**src/rtl/spi_parity_tx.sv**
```systemverilog
// -----------------------------------------------------------------------------
// spi_parity_tx
//
// SPI controller-side frame transmitter with a trailing parity bit. A word is
// accepted over a valid/ready handshake and shifted out on PICO, MSB first:
// BUS_LENGTH data bits followed by one parity bit. In the same frame
// BUS_LENGTH+1 bits are captured from POCI, and their parity is checked.
//
// Frame sequence: IDLE -> SETUP -> SHIFT -> HOLD -> GAP -> IDLE
//   SETUP : CS low, first bit on PICO, CLK_DIV cycles before the first SCK edge
//   SHIFT : 2*(BUS_LENGTH+1) SCK edges, CLK_DIV cycles apart
//   HOLD  : CLK_DIV cycles after the final edge, then CS rises
//   GAP   : CS_GAP cycles with CS high before the next word can be accepted
//
// Ports:
//   clk           in   system clock, rising edge
//   rst           in   asynchronous, active-high reset
//   CPOL, CPHA    in   SPI mode, latched when a word is accepted
//   tx_valid      in   tx_data holds a word to send
//   tx_ready      out  block can accept a word (IDLE and not in reset)
//   tx_data       in   word to send
//   POCI          in   peripheral-out serial data
//   SCK           out  serial clock
//   CS            out  chip select, active low
//   PICO          out  controller-out serial data
//   rx_valid      out  one-cycle pulse when rx_data / rx_parity_err update
//   rx_data       out  received data bits, MSB first
//   rx_parity_err out  received parity bit disagrees with received data
//   busy          out  high in every state except IDLE
// -----------------------------------------------------------------------------
module spi_parity_tx #(
    parameter int BUS_LENGTH = 8,
    parameter int CLK_DIV    = 4,
    parameter bit ODD_PARITY = 1'b0,
    parameter int CS_GAP     = 2
) (
    input  logic                  clk,
    input  logic                  rst,
    input  logic                  CPOL,
    input  logic                  CPHA,
    input  logic                  tx_valid,
    output logic                  tx_ready,
    input  logic [BUS_LENGTH-1:0] tx_data,
    input  logic                  POCI,
    output logic                  SCK,
    output logic                  CS,
    output logic                  PICO,
    output logic                  rx_valid,
    output logic [BUS_LENGTH-1:0] rx_data,
    output logic                  rx_parity_err,
    output logic                  busy
);

    localparam int N       = BUS_LENGTH + 1;
    localparam int EDGES   = 2 * N;
    localparam int CNT_MAX = (CLK_DIV > CS_GAP) ? CLK_DIV : CS_GAP;
    localparam int CNT_W   = $clog2(CNT_MAX + 1);
    localparam int EDGE_W  = $clog2(EDGES + 1);

    typedef enum logic [2:0] {
        IDLE,
        SETUP,
        SHIFT,
        HOLD,
        GAP
    } state_t;

    state_t              state;
    state_t              state_next;
    logic [CNT_W-1:0]    cnt;        // cycles spent in the current SCK slot / gap
    logic [EDGE_W-1:0]   edge_cnt;   // SCK edges already produced this frame
    logic [EDGE_W-1:0]   edge_num;   // number of the edge about to be produced
    logic                cpol_q;
    logic                cpha_q;
    logic [N-1:0]        tx_shift;   // MSB is the bit currently on PICO
    logic [N-1:0]        rx_shift;

    logic                accept;
    logic                div_tick;
    logic                gap_done;
    logic                sck_edge;
    logic                frame_done;
    logic                is_lead;
    logic                do_sample;
    logic                do_advance;
    logic                tx_parity;
    logic                rx_parity;

    assign tx_ready  = (state == IDLE) && !rst;
    assign busy      = (state != IDLE);
    assign PICO      = tx_shift[N-1];

    assign tx_parity = (^tx_data) ^ ODD_PARITY;
    assign rx_parity = (^rx_shift[N-1:1]) ^ ODD_PARITY;

    assign div_tick  = (cnt == CNT_W'(CLK_DIV - 1));
    assign gap_done  = (cnt == CNT_W'(CS_GAP - 1));

    // Edges are numbered from 1: odd numbers are leading edges (away from
    // CPOL), even numbers trailing. The sampling edge is the leading one for
    // CPHA=0 and the trailing one for CPHA=1; PICO advances on the other kind,
    // except on edge 1 (the first bit is already on PICO from SETUP) and on
    // the final edge (the parity bit stays until the frame ends).
    assign edge_num   = edge_cnt + EDGE_W'(1);
    assign is_lead    = edge_num[0];
    assign do_sample  = is_lead ^ cpha_q;
    assign do_advance = !do_sample
                        && (edge_num != EDGE_W'(1))
                        && (edge_num != EDGE_W'(EDGES));

    // -------------------------------------------------------------------------
    // State register
    // -------------------------------------------------------------------------
    // NOTE: sequential state uses non-blocking assignments so every flop
    // samples the pre-edge values regardless of block ordering.
    always_ff @(posedge clk or posedge rst) begin
        if (rst) begin
            state <= IDLE;
        end else begin
            state <= state_next;
        end
    end

    // -------------------------------------------------------------------------
    // Next-state and control strobes
    // -------------------------------------------------------------------------
    // NOTE: every signal gets a default before the case so no path leaves one
    // unassigned, which would otherwise infer a latch.
    always_comb begin
        state_next = state;
        accept     = 1'b0;
        sck_edge   = 1'b0;
        frame_done = 1'b0;

        case (state)
            IDLE: begin
                if (tx_valid && tx_ready) begin
                    accept     = 1'b1;
                    state_next = SETUP;
                end
            end
            SETUP: begin
                if (div_tick) begin
                    sck_edge   = 1'b1;
                    state_next = SHIFT;
                end
            end
            SHIFT: begin
                if (div_tick) begin
                    sck_edge = 1'b1;
                    if (edge_num == EDGE_W'(EDGES)) begin
                        state_next = HOLD;
                    end
                end
            end
            HOLD: begin
                if (div_tick) begin
                    frame_done = 1'b1;
                    state_next = GAP;
                end
            end
            GAP: begin
                if (gap_done) begin
                    state_next = IDLE;
                end
            end
            default: begin
                state_next = IDLE;
            end
        endcase
    end

    // -------------------------------------------------------------------------
    // Datapath: timing counter, pins, shift registers, receive results
    // -------------------------------------------------------------------------
    always_ff @(posedge clk or posedge rst) begin
        if (rst) begin
            cnt           <= '0;
            edge_cnt      <= '0;
            cpol_q        <= 1'b0;
            cpha_q        <= 1'b0;
            tx_shift      <= '0;
            rx_shift      <= '0;
            SCK           <= 1'b0;
            CS            <= 1'b1;
            rx_valid      <= 1'b0;
            rx_data       <= '0;
            rx_parity_err <= 1'b0;
        end else begin
            rx_valid <= 1'b0;

            // The counter restarts at every state change and every SCK edge,
            // so it always measures cycles since the last timing event.
            if (state == IDLE || state_next != state || sck_edge) begin
                cnt <= '0;
            end else begin
                cnt <= cnt + CNT_W'(1);
            end

            // While idle, SCK tracks the live CPOL so the bus idles correctly
            // even before the first word arrives.
            if (state == IDLE) begin
                SCK <= CPOL;
            end

            if (accept) begin
                cpol_q   <= CPOL;
                cpha_q   <= CPHA;
                tx_shift <= {tx_data, tx_parity};
                rx_shift <= '0;
                edge_cnt <= '0;
                CS       <= 1'b0;
            end

            if (sck_edge) begin
                edge_cnt <= edge_num;
                SCK      <= is_lead ? ~cpol_q : cpol_q;
                // POCI is captured on the clk edge that moves SCK to the
                // sampling level.
                if (do_sample) begin
                    rx_shift <= {rx_shift[N-2:0], POCI};
                end
                if (do_advance) begin
                    tx_shift <= {tx_shift[N-2:0], 1'b0};
                end
            end

            if (frame_done) begin
                CS            <= 1'b1;
                rx_valid      <= 1'b1;
                rx_data       <= rx_shift[N-1:1];
                rx_parity_err <= (rx_parity != rx_shift[0]);
            end
        end
    end

endmodule

```
**config.mk**
```make
export PLATFORM = sky130hd
export DESIGN_NAME = spi_parity_tx
export DESIGN_NICKNAME = d
export VERILOG_FILES = /design/src/rtl/spi_parity_tx.sv
export SDC_FILE = /design/constraint.sdc
export NUM_CORES = 1
export LEC_CHECK = 0
export CORE_ASPECT_RATIO = 1.25
export CORE_MARGIN = 1.5
export CORE_UTILIZATION = 45
export DETAILED_ROUTE_END_ITERATION = 16
export PLACE_DENSITY = 0.63
export SYNTH_ARGS = -nofsm -noshare
export SYNTH_HDL_FRONTEND = slang
export SYNTH_SLANG_ARGS = --single-unit
```
**constraint.sdc**
```tcl
create_clock -name clk -period 4 [get_ports clk]
set_input_delay 0.4 -clock clk [delete_from_list [all_inputs] [get_ports clk]]
set_output_delay 0.4 -clock clk [all_outputs]
set_load 0.02 [all_outputs]
```
* Word level (Yosys, flattened, before mapping)
Index checks and enable logic that the tools add are counted.
Storage, ports and cells: logic and storage cells 70, register bits after elaboration 43, input port bits 14, output and inout bits 15
Operators by class: add/sub/neg operators 2, reduce and logical (&&, ||, !) cells 16, muxes and demuxes 27, bitwise gates (word level) 2, equal/unequal tests 11
Operator list (number):
- 2-to-1 mux 9 bit | 6
- 2-to-1 mux 3 bit | 7
- parity 8 bit | 2
- one-hot mux 3 bit (5 select lines) | 1
- 2-to-1 mux 1 bit | 11
- 2-to-1 mux 5 bit | 2
- == test 3 x 2 -> 1 bit, second input constant | 3
- == test 3 x 1 -> 1 bit, second input constant | 2
- nonzero test 2 bit | 3
- adder 5 x 1 -> 5 bit, second input constant | 1
- == test 5 bit, second input constant | 1
- != test 5 x 1 -> 1 bit, second input constant | 1
- != test 5 bit, second input constant | 1
- logical AND 1 bit | 4
- adder 3 x 1 -> 3 bit, second input constant | 1
- == test 3 bit, second input constant | 1
- logical NOT 3 bit | 1
- != test 3 bit | 1
- nonzero test 3 bit | 1
- logical NOT 1 bit | 2
- logical OR 1 bit | 2
- OR reduction 2 bit | 1
- != test 1 bit | 1
- inverter 1 bit | 1
- XOR 1 bit | 1

* Depth between registers and ports, before layout
depth in word-level cells 9, depth in mapped cells 8, depth with buffers taken out 7

* Worst setup path after synthesis
No wires, ideal clock.
path type register to register, start point reg cnt[0], end point reg tx_shift[1], path buffers 1, required time 3875 ps, setup slack 2062 ps, period minus slack after synthesis 1938 ps, cell stages (with the launch flop) 9, setup time 125 ps, data arrival time 1813 ps, cells stage by stage dfrtp_1 > ha_1 > ha_1 > inv_1 > or3_1 > buf_6 > nor2b_4 > o21ai_4 > mux2_4
On the way: word-level cells in the longest chain between the ends 4
Ends and longest elaborated chain:
- start: declaration | line 70 | logic [CNT_W-1:0] cnt;
- start signal: assignment | line 197 | cnt <= cnt + CNT_W'(1);
- == test 3 x 2 -> 1 bit | line 96 | assign div_tick = (cnt == CNT_W'(CLK_DIV - 1));
- 2-to-1 mux 1 bit | line 143, 149
- 2-to-1 mux 1 bit
- 2-to-1 mux 9 bit | line 215 | if (sck_edge) begin
- end signal: assignment | line 209 | tx_shift <= {tx_data, tx_parity};
- end signal: assignment | line 224 | tx_shift <= {tx_shift[N-2:0], 1'b0};
- end: declaration | line 75 | logic [N-1:0] tx_shift;
Every way passes these cells. A chain may end at the register's enable or synchronous reset.

* Final worst setup path
start point reg cnt[0], end point reg tx_shift[5]
Same word-level chain as after synthesis.

==> flow_summary_export.csv <==
group,metric,value,unit
worst_setup_path,cp_max_fo,15,
clock_network,htreeDepth,2,
timing,hold_viol_final,0,
drt,firstDrtPassIters,4,
worst_setup_path,critical_path_class,"reg -> reg",
place,gp_congestion,0.784,
drt,drtIter0Drc,70,
timing,rsz0062_at_grt,"false",
timing,setup_viol,0,
worst_hold_path,holdPathEnd,"CS",
pwr,power_density,363,mW/mm^2
worst_setup_path,startpoint_type,"flop",
worst_hold_path,min-delay-start,"CS",
final_layout,final_cell_mix,"dfrtp_1 (42), nand2_1 (32), clkdlybuf4s50_1 (28)",
drt,ant_nets,0,
floorplanning,core,0.00449,mm^2
global_routing,grt_antenna_before_repair,0,
clock_network,clock-root-buffer,"clkbuf_8",
clock_network,post_cts_resize_count,0,
final_layout,fin_util,57.6,%
clock_network,cts_hold_buffers,0,
final_layout,layout.nets,237,
timing,slew_headroom,62.2,%
pwr,p_int,0.000744,W
worst_setup_path,crit_cells,7,
timing,holdWs,0.463,ns
yosys,synthArstFlopShare,100,%
global_routing,overflow,0,
clock_network,post-cts-setup-buffer-count,0,
global_routing,grt_use_total,16.3,%
pwr,switching_power,0.000196,W
final_layout,n_fill_cell,385,
yosys,syn_inst,188,
timing,skew,0.00392,ns
final_layout,final_common_cell,"dfrtp_1",
floorplanning,die_w,64.8,um
worst_setup_path,cpPeakStageDelay,0.62,ns
clock_network,cts.reportedPaths.clkPinSlew,0.08,ns
drt,num_vias,1395,
yosys,synth_edf_count,0,
worst_setup_path,required,4.18,ns
drt,via_per_inst,5.05,
floorplanning,start_util,47.8,%
final_layout,seq_area,0.00108,mm^2
pwr,peakVddDrop,0.218,mV
job,drv_cap,0,
global_routing,grt_max_degree,44,
timing,drv_slew,0,
yosys,yosysSeqAreaShare,50.1,%
yosys,syn_avg_cell_area,11.4,um^2
global_routing,grt_pass1_vias,1405,
final_layout,syn_to_final_growth,20.6,%
worst_setup_path,worstPathBufferInverterCount,1,
worst_setup_path,critPathTopFamily,"simple AND/OR/NAND/NOR gates",
yosys,syn-cell-area,0.00215,mm^2
clock_network,clk_latency,0.30,ns
outcome,status,"complete, no violations",
final_layout,multi_input_area,990,um^2
worst_setup_path,rr_worst_depth,7,
pwr,switching_share,20.8,%
place,portBuffers,28,
worst_setup_path,cp_cell_sequence,"ha_1 > ha_1 > inv_1 > or3_1 > nor2b_4 > o21ai_4 > mux2_4",
worst_setup_path,cpMaxStageDelayCell,"or3_1",
yosys,synthFlopType,"dfrtp_1",
clock_network,cts_buffers,5,
yosys,syn_nets,208,
place,dpl.hpwl,2610,um
pwr,p_leak,1.24,nW
final_layout,drive_above_1_share,14.7,%
pwr,share_seq_of_total_power,48.9,%
worst_setup_path,reg2reg_slack,1.69,ns
worst_setup_path,cp_common_cell,"ha_1",
yosys,synth_cell_type_count,39,
worst_hold_path,worstHoldPathCells,2,
final_layout,diodes,0,
global_routing,grt_first_pass_wirelength,6470,um
timing,min_period_over_period,57.8,%
timing,post-route-min-period,2.31,ns
floorplanning,rows,27,
floorplanning,dieArea,0.00520,mm^2
worst_hold_path,hp-class,"reg -> reg",
clock_network,cts_buffer_depth,2,
worst_setup_path,cp.arrival,2.50,ns
floorplanning,pin_count,29,
drt,drt-total-wl,3720,um
clock_network,clock-sinks,43,
worst_setup_path,r2r-start,"cnt[0]",
drt,wire_per_inst,13.5,um
worst_setup_path,cp-end-kind,"flop",
timing,fmax,0.433,GHz
timing,setup_tns,0,ns
worst_setup_path,r2r_end,"tx_shift[5]",
pwr,clkPwrFrac,42.2,%
floorplanning,die_h,80.3,um
pwr,p_comb_share,8.9,%
drt,route.detailed.drc,0,
yosys,ys_seq_elements,43,
clock_network,cts_tree,"built",
yosys,ys_warn_count,0,
timing,worst_pin_slew,0.564,ns
[registers in the layout, summed over array words and instances (netlist names)]
name           cells
edge_cnt           5
CS                 1
cnt                3
tx_shift           9
SCK                1
rx_valid           1
rx_data            8
rx_shift           9
rx_parity_err      1
state              3
cpol_q             1
cpha_q             1
[cells in the mapped netlist (2+ instances only)]
master	instances	share of area [%]
mux2_1	2	1.0
buf_6	3	1.6
a22o_1	9	3.7
o21ai_1	7	1.6
nand2_1	32	5.6
mux2_4	8	5.6
nand3_1	8	1.9
mux2i_1	2	0.93
xnor2_1	16	6.5
xor2_1	5	2.0
buf_2	2	0.47
dfrtp_1	42	49
or3_1	2	0.58
nor2_1	6	1.0
mux2_2	8	4.2
a21oi_1	2	0.47
ha_1	6	3.5
inv_1	7	1.2
[worst max-delay path by stage]
stage,start,to
2_1_floorplan,cnt[0],tx_shift[1]
3_3_place_gp,rst,tx_shift[7]
3_5_place_dp,cnt[0],tx_shift[8]
4_1_cts,cnt[0],tx_shift[2]
5_1_grt,cnt[0],tx_shift[2]
6_report,cnt[0],tx_shift[5]
[logic make-up (layout without fill, tap and decap cells)]
family,Yosys count,count (layout),share of synthesized area (%)
xor gates and xnor gates,21,21,8.56
muxes,20,20,11.8
adders and majority gates,6,6,3.49
and+or+nand+nor,58,58,13.5
DFF,43,43,50.1
AOI/OAI and AO/OA,25,25,8.79
buffers and inverters,15,45,3.79
[worst reg2reg max path, cell delays in order, from the launching register on]
cell	delay [ns]
dfrtp_1	0.38
ha_1	0.18
ha_1	0.24
inv_1	0.07
or3_1	0.62
nor2b_4	0.22
o21ai_4	0.15
mux2_4	0.34
[final cells by class]
type | count | area share [%]
clock buffers | 6 | 2.80
clock inverters | 2 | 2.32
inverters | 8 | 1.16
multi-input cells | 130 | 38.2
flip-flops and latches | 43 | 41.6
well taps | 58 | 2.80
repair buffers | 29 | 11.1
[stage by stage]
step | area (um^2) | total power [W] | worst slack, ns | instances
after detailed placement | 2460 | 0.000553 | 1.71 | 268
final | 2590 | 0.000939 | 1.69 | 276
after CTS | 2590 | 0.000953 | 1.68 | 276
after global routing | 2590 | 0.000981 | 1.56 | 276
after global placement | 2460 | 0.000551 | 1.72 | 268
after floorplan | 2150 | 0.000524 | 2.06 | 188
[power groups by stage]
stage | sequential, W | combinational (W) | clock [W]
6_report | 0.000460 | 0.0000832 | 0.000396
5_1_grt | 0.000461 | 0.0000924 | 0.000428
4_1_cts | 0.000459 | 0.0000850 | 0.000409
3_5_place_dp | 0.000468 | 0.0000846 | 0
3_3_place_gp | 0.000468 | 0.0000829 | 0
2_1_floorplan | 0.000465 | 0.0000593 | 0
[per-layer routing]
layer / wire (um) / share of wire, % / track usage (%) / up-vias
li1: - / - / - / 692
met1: 1630 / 44 / 19.5 / 674
met2: 1900 / 51 / 27.6 / 24
met3: 130 / 3.5 / 4.76 / 5
met4: 56 / 1.5 / 5.74 / 0
met5: 0 / 0 / 0 / -
(Power assumes the default switching activity.)
